<file path="src/rtl/mandelbrot_seq_pkg.sv">
// ============================================================================
// Module  : mandelbrot_seq_pkg
// Brief   : Shared state encoding and defaults for the mandelbrot frame
//           sequencer and its offset generator.
// Options : MANDEL_SEQ_AUTOPAN_EN (per-frame offset stepping, see top)
// Revision: 1.0 - initial release
// ============================================================================
`default_nettype none

package mandelbrot_seq_pkg;

  // Sequencer states; 3-bit encoding is fixed so debug probes stay stable.
  typedef enum logic [2:0] {
    S_IDLE       = 3'd0,
    S_LOAD       = 3'd1,
    S_ISSUE      = 3'd2,
    S_WAIT_START = 3'd3,
    S_BUSY       = 3'd4,
    S_FRAME_END  = 3'd5
  } seq_state_t;

  // Cycles the core is given to raise running after a run pulse.
  localparam int C_START_TO_DEFAULT = 8;

endpackage : mandelbrot_seq_pkg

`default_nettype wire

</file>
<file path="src/rtl/mandelbrot_seq_offset_gen.sv">
// ============================================================================
// Module  : mandelbrot_seq_offset_gen
// Brief   : cr/ci offset registers for the mandelbrot core. On each load
//           they take the base values; with MANDEL_SEQ_AUTOPAN_EN defined,
//           loads after the first frame add the step to the previous offset
//           instead, wrapping modulo 2^BITWIDTH.
// Options : MANDEL_SEQ_AUTOPAN_EN
// Revision: 1.0 - initial release
// ============================================================================
`default_nettype none

module mandelbrot_seq_offset_gen
  import mandelbrot_seq_pkg::*;
#(
  parameter int BITWIDTH = 11
) (
  input  logic                clk,
  input  logic                rst,
  input  logic                load,
`ifdef MANDEL_SEQ_AUTOPAN_EN
  input  logic                first,
  input  logic [BITWIDTH-1:0] cr_step,
  input  logic [BITWIDTH-1:0] ci_step,
`endif
  input  logic [BITWIDTH-1:0] cr_base,
  input  logic [BITWIDTH-1:0] ci_base,
  output logic [BITWIDTH-1:0] cr_offset,
  output logic [BITWIDTH-1:0] ci_offset
);

  logic [BITWIDTH-1:0] r_cr;
  logic [BITWIDTH-1:0] r_ci;

  // Offsets change only on load so the core sees them stable for a whole frame.
  always_ff @(posedge clk) begin
    if (rst) begin
      r_cr <= '0;
      r_ci <= '0;
    end else if (load) begin
`ifdef MANDEL_SEQ_AUTOPAN_EN
      if (first) begin
        r_cr <= cr_base;
        r_ci <= ci_base;
      end else begin
        // Sum is truncated to BITWIDTH, giving two's-complement wrap.
        r_cr <= r_cr + cr_step;
        r_ci <= r_ci + ci_step;
      end
`else
      r_cr <= cr_base;
      r_ci <= ci_base;
`endif
    end
  end

  assign cr_offset = r_cr;
  assign ci_offset = r_ci;

endmodule : mandelbrot_seq_offset_gen

`default_nettype wire

</file>
<file path="src/rtl/mandelbrot_frame_sequencer.sv">
// ============================================================================
// Module  : mandelbrot_frame_sequencer
// Brief   : Runs the mandelbrot iteration core over one or more frames:
//           latches host config onto the core inputs, issues a one-cycle run
//           pulse, waits for the core to start and finish, counts pixel
//           strobes and reports frame completion / start timeout.
// Options : MANDEL_SEQ_AUTOPAN_EN adds cfg_cr_step/cfg_ci_step and steps the
//           offsets every frame after the first.
// Revision: 1.0 - initial release
// ============================================================================
`default_nettype none

module mandelbrot_frame_sequencer
  import mandelbrot_seq_pkg::*;
#(
  parameter int BITWIDTH = 11,
  parameter int CTRWIDTH = 7,
  parameter int PIXW     = 16,
  parameter int START_TO = C_START_TO_DEFAULT
) (
  input  logic                clk,
  input  logic                reset,
  input  logic                start,
  input  logic                stop,
  input  logic [7:0]          cfg_frames,
  input  logic [CTRWIDTH-1:0] cfg_max_ctr,
  input  logic [1:0]          cfg_scaling,
  input  logic [BITWIDTH-1:0] cfg_cr_base,
  input  logic [BITWIDTH-1:0] cfg_ci_base,
`ifdef MANDEL_SEQ_AUTOPAN_EN
  input  logic [BITWIDTH-1:0] cfg_cr_step,
  input  logic [BITWIDTH-1:0] cfg_ci_step,
`endif
  output logic                core_run,
  input  logic                core_running,
  input  logic                core_new_ctr,
  output logic [CTRWIDTH-1:0] core_max_ctr,
  output logic [1:0]          core_scaling,
  output logic [BITWIDTH-1:0] core_cr_offset,
  output logic [BITWIDTH-1:0] core_ci_offset,
  output logic                busy,
  output logic                frame_done,
  output logic [7:0]          frame_idx,
  output logic [PIXW-1:0]     pix_count,
  output logic                timeout
);

  localparam int                C_TO_W      = (START_TO > 1) ? $clog2(START_TO) : 1;
  localparam logic [C_TO_W-1:0] C_WAIT_LAST = C_TO_W'(START_TO - 1);
  localparam logic [C_TO_W-1:0] C_WAIT_ONE  = C_TO_W'(1);
  localparam logic [PIXW-1:0]   C_PIX_ONE   = PIXW'(1);

  seq_state_t          r_state;
  seq_state_t          w_state_next;
  logic                r_stop_pending;
  logic                r_timeout;
  logic [C_TO_W-1:0]   r_wait_cnt;
  logic [7:0]          r_frame_idx;
  logic [PIXW-1:0]     r_pix_count;
  logic [CTRWIDTH-1:0] r_max_ctr;
  logic [1:0]          r_scaling;
  logic [7:0]          w_frame_idx_inc;
  logic                w_last_frame;
  logic                w_start_accept;
  logic                w_wait_expired;
  logic                w_load;

  assign w_frame_idx_inc = r_frame_idx + 8'd1;
  // A stop arriving in FRAME_END itself also ends the sequence here.
  assign w_last_frame    = r_stop_pending | stop |
                           ((cfg_frames != 8'd0) && (w_frame_idx_inc == cfg_frames));
  assign w_start_accept  = (r_state == S_IDLE) && start && !stop;
  assign w_wait_expired  = (r_state == S_WAIT_START) && !core_running &&
                           (r_wait_cnt == C_WAIT_LAST);
  assign w_load          = (r_state == S_LOAD);

  // State register.
  always_ff @(posedge clk) begin
    if (reset) r_state <= S_IDLE;
    else       r_state <= w_state_next;
  end

  // Next-state and state-decoded outputs.
  always_comb begin
    w_state_next = r_state;
    core_run     = 1'b0;
    frame_done   = 1'b0;
    busy         = 1'b1;
    case (r_state)
      S_IDLE: begin
        busy = 1'b0;
        if (w_start_accept) w_state_next = S_LOAD;
      end
      S_LOAD:  w_state_next = S_ISSUE;
      S_ISSUE: begin
        // Reset gates the pulse combinationally so it drops immediately.
        core_run     = !reset;
        w_state_next = S_WAIT_START;
      end
      S_WAIT_START: begin
        if (core_running)        w_state_next = S_BUSY;
        else if (w_wait_expired) w_state_next = S_IDLE;
      end
      S_BUSY: begin
        if (!core_running) w_state_next = S_FRAME_END;
      end
      S_FRAME_END: begin
        frame_done   = 1'b1;
        w_state_next = w_last_frame ? S_IDLE : S_LOAD;
      end
      default: w_state_next = S_IDLE;
    endcase
  end

  // Counters, sticky flags and the per-frame core configuration.
  always_ff @(posedge clk) begin
    if (reset) begin
      r_stop_pending <= 1'b0;
      r_timeout      <= 1'b0;
      r_wait_cnt     <= '0;
      r_frame_idx    <= '0;
      r_pix_count    <= '0;
      r_max_ctr      <= '0;
      r_scaling      <= '0;
    end else begin
      if (w_state_next == S_IDLE)               r_stop_pending <= 1'b0;
      else if (stop && (r_state != S_IDLE))     r_stop_pending <= 1'b1;

      r_wait_cnt <= (r_state == S_WAIT_START) ? r_wait_cnt + C_WAIT_ONE : '0;

      if (w_start_accept) begin
        r_frame_idx <= '0;
        r_pix_count <= '0;
        r_timeout   <= 1'b0;
      end

      if (w_wait_expired) r_timeout <= 1'b1;

      if (w_load) begin
        r_max_ctr   <= cfg_max_ctr;
        r_scaling   <= cfg_scaling;
        r_pix_count <= '0;
      end

      // Count saturates so a runaway frame never reads back as small.
      if ((r_state == S_BUSY) && core_new_ctr && (r_pix_count != '1))
        r_pix_count <= r_pix_count + C_PIX_ONE;

      if (r_state == S_FRAME_END) r_frame_idx <= w_frame_idx_inc;
    end
  end

`ifdef MANDEL_SEQ_AUTOPAN_EN
  logic r_first_frame;

  // Marks the first LOAD of a sequence so offsets take the base values.
  always_ff @(posedge clk) begin
    if (reset)               r_first_frame <= 1'b0;
    else if (w_start_accept) r_first_frame <= 1'b1;
    else if (w_load)         r_first_frame <= 1'b0;
  end
`endif

  mandelbrot_seq_offset_gen #(
    .BITWIDTH (BITWIDTH)
  ) u_offset_gen (
    .clk       (clk),
    .rst       (reset),
    .load      (w_load),
`ifdef MANDEL_SEQ_AUTOPAN_EN
    .first     (r_first_frame),
    .cr_step   (cfg_cr_step),
    .ci_step   (cfg_ci_step),
`endif
    .cr_base   (cfg_cr_base),
    .ci_base   (cfg_ci_base),
    .cr_offset (core_cr_offset),
    .ci_offset (core_ci_offset)
  );

  assign core_max_ctr = r_max_ctr;
  assign core_scaling = r_scaling;
  assign frame_idx    = r_frame_idx;
  assign pix_count    = r_pix_count;
  assign timeout      = r_timeout;

endmodule : mandelbrot_frame_sequencer

`default_nettype wire

</file>
<file path="config.mk">
export PLATFORM = sky130hd
export DESIGN_NAME = mandelbrot_frame_sequencer
export DESIGN_NICKNAME = d
export VERILOG_FILES = /design/src/rtl/mandelbrot_seq_pkg.sv /design/src/rtl/mandelbrot_seq_offset_gen.sv /design/src/rtl/mandelbrot_frame_sequencer.sv
export SDC_FILE = /design/constraint.sdc
export NUM_CORES = 1
export LEC_CHECK = 0
export CORE_MARGIN = 4
export CORE_UTILIZATION = 42
export CTS_BUF_LIST = sky130_fd_sc_hd__clkbuf_8
export DETAILED_ROUTE_END_ITERATION = 7
export PLACE_DENSITY = 0.9
export RECOVER_POWER = 50
export SLEW_MARGIN = 10
export SYNTH_ARGS = -nofsm -noshare
export SYNTH_HDL_FRONTEND = slang
export SYNTH_SLANG_ARGS = --single-unit
</file>
<file path="constraint.sdc">
create_clock -name clk -period 1.8 [get_ports clk]
set_input_delay 0.18 -clock clk [delete_from_list [all_inputs] [get_ports clk]]
set_output_delay 0.18 -clock clk [all_outputs]
set_load 0.05 [all_outputs]
</file>
# Yosys cells after proc, flatten, opt, wreduce, memory -nomap -nowiden
# Index checks and enable logic that the tools add are counted.
[word_totals] reg_bits=63 elab_cells=60 out_inout_bits=59 in_bits=45
[op_classes] n_reduce_logical=20 muxes=16 add_sub_neg=3 bitwise=3 eq_ne=8
[ops] cell="16-bit 2-to-1 mux" count=3
[ops] cell="3-bit case mux with 6 select lines" count=1
[ops] cell="16-bit by 1-bit adder with 16-bit output, second input constant" count=1
[ops] cell="8-bit 2-to-1 mux" count=2
[ops] cell="16-bit != test, second input constant" count=1
[ops] cell="3-bit 2-to-1 mux" count=4
[ops] cell="3-bit equality test, second input constant" count=3
[ops] cell="8-bit by 1-bit adder with 8-bit output, second input constant" count=1
[ops] cell="8-bit equality test" count=1
[ops] cell="1-bit logical AND" count=8
[ops] cell="8-bit nonzero test" count=1
[ops] cell="3-bit by 2-bit equality test with 1-bit output, second input constant" count=2
[ops] cell="3-bit zero test" count=2
[ops] cell="1-bit 2-to-1 mux" count=6
[ops] cell="3-bit nonzero test" count=2
[ops] cell="2-bit nonzero test" count=2
[ops] cell="2-bit OR reduction" count=2
[ops] cell="3-bit by 1-bit adder with 3-bit output, second input constant" count=1
[ops] cell="3-bit by 1-bit equality test with 1-bit output, second input constant" count=1
[ops] cell="1-bit zero test" count=3
[ops] cell="1-bit bitwise OR" count=2
[ops] cell="1-bit inverter" count=1

# Longest topological paths before layout
# Gate-level depths: netlist of the first run.
[logic_depth] word_depth=8 mapped_depth=7 ltp_nobuf=7

# Modules after synthesis
# A second synthesis of the first run with hierarchy kept.
[unflattened] cells_unflattened=347 area_unflattened_um2=3024.2
[by_module_without_submodules] mod="mandelbrot_frame_sequencer" area_each_um2=2222.1 instances=1 cells_each=276 seq_area_each_um2=820.8
[by_module_without_submodules] mod="mandelbrot_seq_offset_gen" area_each_um2=802.0 instances=1 cells_each=71 seq_area_each_um2=440.4

# Worst setup path before layout of the first run
# Ideal clock, no wire load.
[synth_path] kind="register to register" start="reg r_pix_count[0] (netlist: pix_count[0])" end="reg r_pix_count[5] (netlist: pix_count[5])" path_stages_with_launch=8 synth_period_minus_slack_ns=2.118 n_path_buf=1 slack_ns=-0.318 required_ns=1.712 setup_time_ns=0.088 arrival_time_ns=2.030 cell_sequence="dfxtp_1 ha_1 and4_1 nand4_4 a211oi_4 buf_6 o21ai_0 o31ai_1"
[synth_via] elab_chain_cells=3 word_cells_on_any_way=5 classes_between="add/sub (1); eq/ne (1); mux (1); reduce/logical (2)"
[synth_lines] element="from (decl)" line_no="mandelbrot_frame_sequencer.sv:59" source="logic [PIXW-1:0] r_pix_count;"
[synth_lines] element="from (signal assigned)" line_no="mandelbrot_frame_sequencer.sv:147" source="r_pix_count <= r_pix_count + C_PIX_ONE;"
[synth_lines] element="branches (longest 3 deep; another with 16-bit by 1-bit adder with 16-bit output)"
# Several ways; the timed one is not identified.
# A chain may end at the register's enable or synchronous reset.

# Final worst setup path of the first run
[layout_path] start="reg r_frame_idx[7] (netlist: frame_idx[7])" end="out frame_idx[7]"
[layout_lines] element="from (decl)" line_no="mandelbrot_frame_sequencer.sv:58" source="logic [7:0] r_frame_idx;"
[layout_lines] element="from (signal assigned)" line_no="mandelbrot_frame_sequencer.sv:149" source="if (r_state == S_FRAME_END) r_frame_idx <= w_frame_idx_inc;"
[layout_lines] element="to (decl)" line_no="mandelbrot_frame_sequencer.sv:43" source="output logic [7:0] frame_idx,"
# No word-level cell between the ends.

==> impl_metrics.json, run 1 <==
{
  "synth_area_mm2": 0.00294,
  "grt_start_max_net_pins": 37,
  "synthArstFlopShare_pct": 0,
  "design.core.area_mm2": 0.00679,
  "start_kind": "register",
  "cts.sinks": 63,
  "rows": 30,
  "multi_input_area_mm2": 0.00157,
  "drt.antenna.violating_nets": 0,
  "routed-wl-met3_um": 663,
  "grt_usage_pct": 19.5,
  "initial_core_util_pct": 43.2,
  "dp_cells": 566,
  "fmax_mhz": 568,
  "grt_pass1_wl_um": 13400,
  "wl_met1_um": 3240,
  "wl_met2_um": 3960,
  "p_leak_uw": 0.00161,
  "die_w_um": 91.6,
  "crit_fanout": 4,
  "critPathBufInv": 1,
  "post_drt_wl_per_cell_um": 13.8,
  "synthDistinctLibCells": 52,
  "areaGrowthSynthToFinish_pct": 48.0,
  "p_sw_share_pct": 30.4,
  "powerDensity_mw_per_mm2": 734,
  "period_needed_ns": 1.76,
  "die_area_mm2": 0.00840,
  "synth-edff-count": 0,
  "cts_buffers": 9,
  "pwr-share-clk_pct": 35.9,
  "vias": 3020,
  "slew_viol_final": 0,
  "htreeDepth": 3,
  "peakVddDrop_mv": 0.541,
  "hp-class": "in2reg",
  "cts_tree": "done",
  "cp_slowest_stage_delay_ns": 0.84,
  "required_ns": 1.62,
  "ys_seq_elements": 63,
  "die_height_um": 91.6,
  "design_area_mm2": 0.00435,
  "finalHoldViolCount": 0,
  "final_util_pct": 64.0,
  "nets": 530,
  "postCtsSetupRepairBufs": 0,
  "internal-power_uw": 2220,
  "wirelength_um": 8050,
  "fillCellCount": 581,
  "crit_path_end_kind": "output pin",
  "cp_slowest_cell": "clkdlybuf4s50_1",
  "ys.flop_type": "dfxtp_1",
  "worstPathCellList": "clkdlybuf4s50_1",
  "final.period_utilization_pct": 97.9,
  "p_sw_uw": 969,
  "via_per_inst": 5.19,
  "clk_latency_ns": 0.34,
  "syn-num-nets": 413,
  "max-cap-violations": 0,
  "cts_hold_buf": 0,
  "drt_iter0_markers": 100,
  "yosysSeqAreaShare_pct": 42.9,
  "dpl_cell_area_mm2": 0.00419,
  "grt_antenna_before_repair": 0,
  "syn_avg_cell_area_um2": 8.07,
  "ys.warnings.count": 0,
  "rsz0062_at_grt": "yes",
  "worst_slew_pin_slew_ns": 0.615,
  "cts_root_buffer": "clkbuf_8",
  "dp_hpwl_um": 5920,
  "top_layer": "met4",
  "setup_viol": 0,
  "outcome": "finished clean",
  "clk_pin_slew_ns": 0.08,
  "grt_pass1_vias": 2913,
  "drc": 0,
  "crit_family": "buffers and inverters",
  "diodes": 0,
  "seqCellArea_mm2": 0.00129,
  "synthCells": 364,
  "max-slew-margin-rel_pct": 59.2,
  "arrival_ns": 1.58,
  "p_seq_share_pct": 45.8,
  "final_layout_size_suffix_gt1_share_pct": 16.5,
  "fin_setup_tns_ns": 0,
  "power.share.combinational_pct": 18.3,
  "critPathKind": "reg2out",
  "drt_first_pass_iters": 4,
  "fin_skew_ns": 0.0101,
  "grt-ovfl-total": 0,
  "clk_path_buf_depth": 2,
  "gp_congestion": 0.846,
  "ios": 104,
  "portBuffers": 103,
  "fin_cells": 582
}
==> per-stage QoR <==
step	setup slack (ns)	hold WS [ns]	power, µW
2_1_floorplan	0.0241	0.270	1830
3_3_place_gp	-0.00390	0.416	2070
3_5_place_dp	-0.0707	0.448	2080
4_1_cts	0.000603	0.233	3220
5_1_grt	-0.0184	0.254	3320
6_report	0.0383	0.252	3190
==> routing by layer <==
layer  up-vias  track usage [%]
li1       1506                -
met1      1407             21.3
met2        91             33.5
met3        16             7.47
met4         0             8.54
met5         -                0
==> repair_timing <==
item	CTS	global route
resized for setup	1	8
setup endpoints to repair	1	11
endpoints found under the hold margin	0	0
cloned	0	0
==> power groups by stage <==
stage,clock [µW],sequential [µW],combinational (µW)
after global routing,1230,1470,626
after floorplan,0,1620,203
after detailed placement,0,1490,584
after global placement,0,1490,575
final,1150,1460,584
after CTS,1170,1460,588
==> cell usage in the layout (no fill, tap or decap), types with 2 or more instances in the layout <==
cell type and instances:
nand4_1 4, and2_1 6, a22o_2 2, nor2_2 2, nor3_1 7, dfxtp_4 3, dfxtp_1 43, nand3b_1 3
a31oi_1 3, nand2b_1 3, nand3_1 10, xnor2_1 7, dfxtp_2 17, or3_1 7, a21oi_1 50, clkbuf_1 7
o31ai_1 2, o21ai_0 21, a21o_1 2, ha_1 4, nor2_1 17, and4_1 4, a211oi_1 3, clkinvlp_4 2
clkdlybuf4s50_1 91, xor2_1 6, nand2_1 79, buf_12 3, buf_4 19, o21a_1 2, and4_2 3, nor2b_1 4
clkbuf_8 10, and3_1 2, and3_2 4, inv_1 6
==> synth_stat cells (2+ instances only) <==
cell type / count / area share, %
a211oi_1: 3 / 0.77
a21o_1: 2 / 0.51
a21oi_1: 50 / 8.5
a22o_2: 2 / 0.68
a31oi_1: 3 / 0.64
and2_1: 7 / 1.5
and3_1: 2 / 0.43
and3_2: 4 / 1.0
and4_1: 4 / 1.2
and4_2: 3 / 1.0
buf_6: 2 / 0.77
clkbuf_1: 12 / 1.5
dfxtp_1: 63 / 43
ha_1: 4 / 1.7
inv_1: 6 / 0.77
nand2_1: 79 / 10
nand2b_1: 3 / 0.64
nand3_1: 10 / 1.7
nand3b_1: 3 / 0.77
nand4_1: 4 / 0.85
nor2_1: 18 / 2.3
nor2b_1: 4 / 0.85
nor3_1: 8 / 1.4
o21a_1: 2 / 0.51
o21ai_0: 21 / 3.6
o31ai_1: 2 / 0.51
or3_1: 7 / 1.5
xnor2_1: 7 / 2.1
xor2_1: 6 / 1.8
==> cell families after synthesis <==
family | count (synthesis) | synth area share, %
muxes | 2 | 0.724
DFF | 63 | 42.9
AOI/OAI and AO/OA | 94 | 18.7
buffers and inverters | 23 | 3.96
xor gates and xnor gates | 13 | 3.88
and+or+nand+nor | 165 | 28.1
adders and majority gates | 4 | 1.70
==> registers in the layout, summed over array words and instances, names as in the netlist <==
| name | flops |
|---|---|
| pix_count | 16 |
| r_stop_pending | 1 |
| frame_idx | 8 |
| core_scaling | 2 |
| u_offset_gen.ci_offset | 11 |
| r_state | 3 |
| core_max_ctr | 7 |
| timeout | 1 |
| r_wait_cnt | 3 |
| u_offset_gen.cr_offset | 11 |
==> path summary, 6_finish.rpt <==
kind | startpoint | endpoint | slack, ns | cells past startpoint
hold reg to reg | r_wait_cnt[0] | r_wait_cnt[0] | 0.44 | 1
setup reg to reg | pix_count[1] | pix_count[11] | 0.10 | 6
hold / removal | reset | u_offset_gen.cr_offset[6] | 0.25 | 3
setup / recovery | frame_idx[7] | frame_idx[7] | 0.04 | 1
==> layout make-up <==
type | count | area share (%)
clock buffers | 10 | 3.17
multi-input cells | 278 | 36.1
inverters | 6 | 0.518
well taps | 96 | 2.76
flip-flops and latches | 63 | 29.8
clock inverters | 6 | 1.01
repair buffers | 123 | 26.7
No activity file was read; power rests on OpenSTA's default activity.
==> inputs of run 2 (changes only) <==
Settings changed: CORE_ASPECT_RATIO from default to 0.5, CORE_MARGIN 4 to default, SKIP_LAST_GASP from default to 1.
==> impl_metrics.json, run 2 (same netlist as run 1, synthesis figures left out) <==
{
  "outcome": "finished clean",
  "power.share.combinational_pct": 18.0,
  "grt_usage_pct": 21.4,
  "crit_path_end_kind": "register",
  "fin_skew_ns": 0.00711,
  "die_area_mm2": 0.00735,
  "internal-power_uw": 2400,
  "final_layout_size_suffix_gt1_share_pct": 17.4,
  "grt_antenna_before_repair": 0,
  "fmax_mhz": 565,
  "mostFrequentLayoutCells": "92 x clkdlybuf4s50_1, 79 x nand2_1, 49 x a21oi_1",
  "max-cap-violations": 0,
  "finalHoldViolCount": 0,
  "timing.rr.end": "frame_idx[6]",
  "die_height_um": 61.1,
  "wirelength_um": 7960,
  "clk_latency_ns": 0.34,
  "vias": 3101,
  "design.core.area_mm2": 0.00673,
  "grt_pass1_wl_um": 12200,
  "diodes": 0,
  "rows": 21,
  "grt-ovfl-total": 0,
  "nets": 533,
  "post_drt_wl_per_cell_um": 13.7,
  "final.period_utilization_pct": 98.3,
  "setup_viol": 0,
  "gp_congestion": 0.885,
  "start_kind": "register",
  "drt_first_pass_iters": 6,
  "clk_pin_slew_ns": 0.07,
  "max-slew-margin-rel_pct": 59.9,
  "cts_tree": "done",
  "drt.antenna.violating_nets": 0,
  "portBuffers": 103,
  "final_common_cell": "clkdlybuf4s50_1",
  "ios": 104,
  "clk_path_buf_depth": 2,
  "p_sw_uw": 912,
  "largest_reg_flops": 16,
  "cts_root_buffer": "clkbuf_8",
  "setup_ws_ns": 0.0298,
  "cp-endpoint": "frame_idx[6]",
  "rrSetupSlack_ns": 0.03,
  "p_sw_share_pct": 27.6,
  "pwr-share-clk_pct": 37.9,
  "htreeDepth": 3,
  "period_needed_ns": 1.77,
  "grt_start_max_net_pins": 49,
  "grt_pass1_vias": 2742,
  "drc": 0,
  "cts_buffers": 9,
  "timing.rr.start": "r_state[1]",
  "r2r_cells": 6,
  "hold_path_startpoint": "reset",
  "drt_iter0_markers": 216,
  "areaGrowthSynthToFinish_pct": 51.0,
  "critPathKind": "reg2reg",
  "initial_core_util_pct": 43.7,
  "place_ws_ns": -0.0700,
  "p_leak_uw": 0.00171,
  "powerDensity_mw_per_mm2": 746,
  "p_seq_share_pct": 44.1,
  "peakVddDrop_mv": 0.590,
  "crit_fanout": 8,
  "p_total_uw": 3310,
  "worst_slew_pin_slew_ns": 0.604,
  "via_per_inst": 5.34,
  "arrival_ns": 2.05,
  "required_ns": 2.08,
  "cts.sinks": 63,
  "die_w_um": 120,
  "hp-class": "in2reg",
  "slew_viol_final": 0,
  "dp_hpwl_um": 5540,
  "startpoint": "r_state[1]"
}
==> run 2: changes by cell type in the layout (fill, tap and decap cells not counted), sizes merged, moves of 2 or more <==
cell,before,now
dlymetal6s2s,1,3
dlygate4sd2,0,3
buf,23,27
clkinvlp,2,0
clkbuf,18,12
==> run 2: worst min-delay path by stage <==
stage	cells after the start	slack, ns	end
after global placement	1	0.42	r_wait_cnt[0]
after global routing	5	0.36	pix_count[3]
after detailed placement	1	0.44	r_wait_cnt[0]
final	5	0.33	pix_count[3]
after CTS	5	0.32	pix_count[3]
after floorplan	1	0.27	r_state[1]
==> run 2: layer usage <==
layer | part of all wire (%) | global-route usage [%] | vias to the layer above
met5 | 0 | 0 | -
met4 | 2.3 | 9.17 | 0
met3 | 4.5 | 5.83 | 24
met2 | 52 | 40.6 | 93
met1 | 41 | 23.6 | 1459
li1 | - | - | 1525
==> run 2: worst max-delay path, cell delays in order, from the launching register on <==
cell,delay (ns)
dfxtp_1,0.33
buf_4,0.16
nand2b_4,0.13
or2_4,0.26
buf_4,0.17
or4_1,0.53
a21oi_2,0.13
==> run 2: stage by stage <==
stage / instance area, µm² / hold slack [ns] / utilization, % / TNS [ns] / cells
floorplan: 2970 / 0.270 / - / 0 / 364
global placement: 4190 / 0.424 / 62.3 / -0.143 / 563
detailed placement: 4190 / 0.445 / 62.3 / -0.286 / 563
CTS: 4410 / 0.316 / 65.5 / 0 / 581
global route: 4440 / 0.361 / 66.0 / -0.0538 / 581
finish: 4440 / 0.333 / 66.0 / 0 / 581
==> run 2: final cells by class <==
cell class                 count  area [µm²]
clock buffer                  11         151
clock inverter                 5        55.1
fill                         537        2290
inverter                       6        22.5
multi-input combinational    278        1590
sequential                    63        1290
tap                           92         115
timing repair buffer         126        1220
==> run 2: power groups by stage <==
stage          clock (µW)  sequential, µW  combinational, µW
4_1_cts              1280            1460                591
6_report             1260            1460                595
2_1_floorplan           0            1620                203
3_3_place_gp            0            1490                578
5_1_grt              1350            1460                635
3_5_place_dp            0            1490                585
==> run 2: what timing repair did <==
| item | CTS | global route |
|---|---|---|
| setup endpoints to repair | 4 | 7 |
| hold buffers | 0 | 0 |
| resized for setup | 3 | 9 |
| pin swaps | 1 | 1 |
| buffers inserted | 2 | 0 |
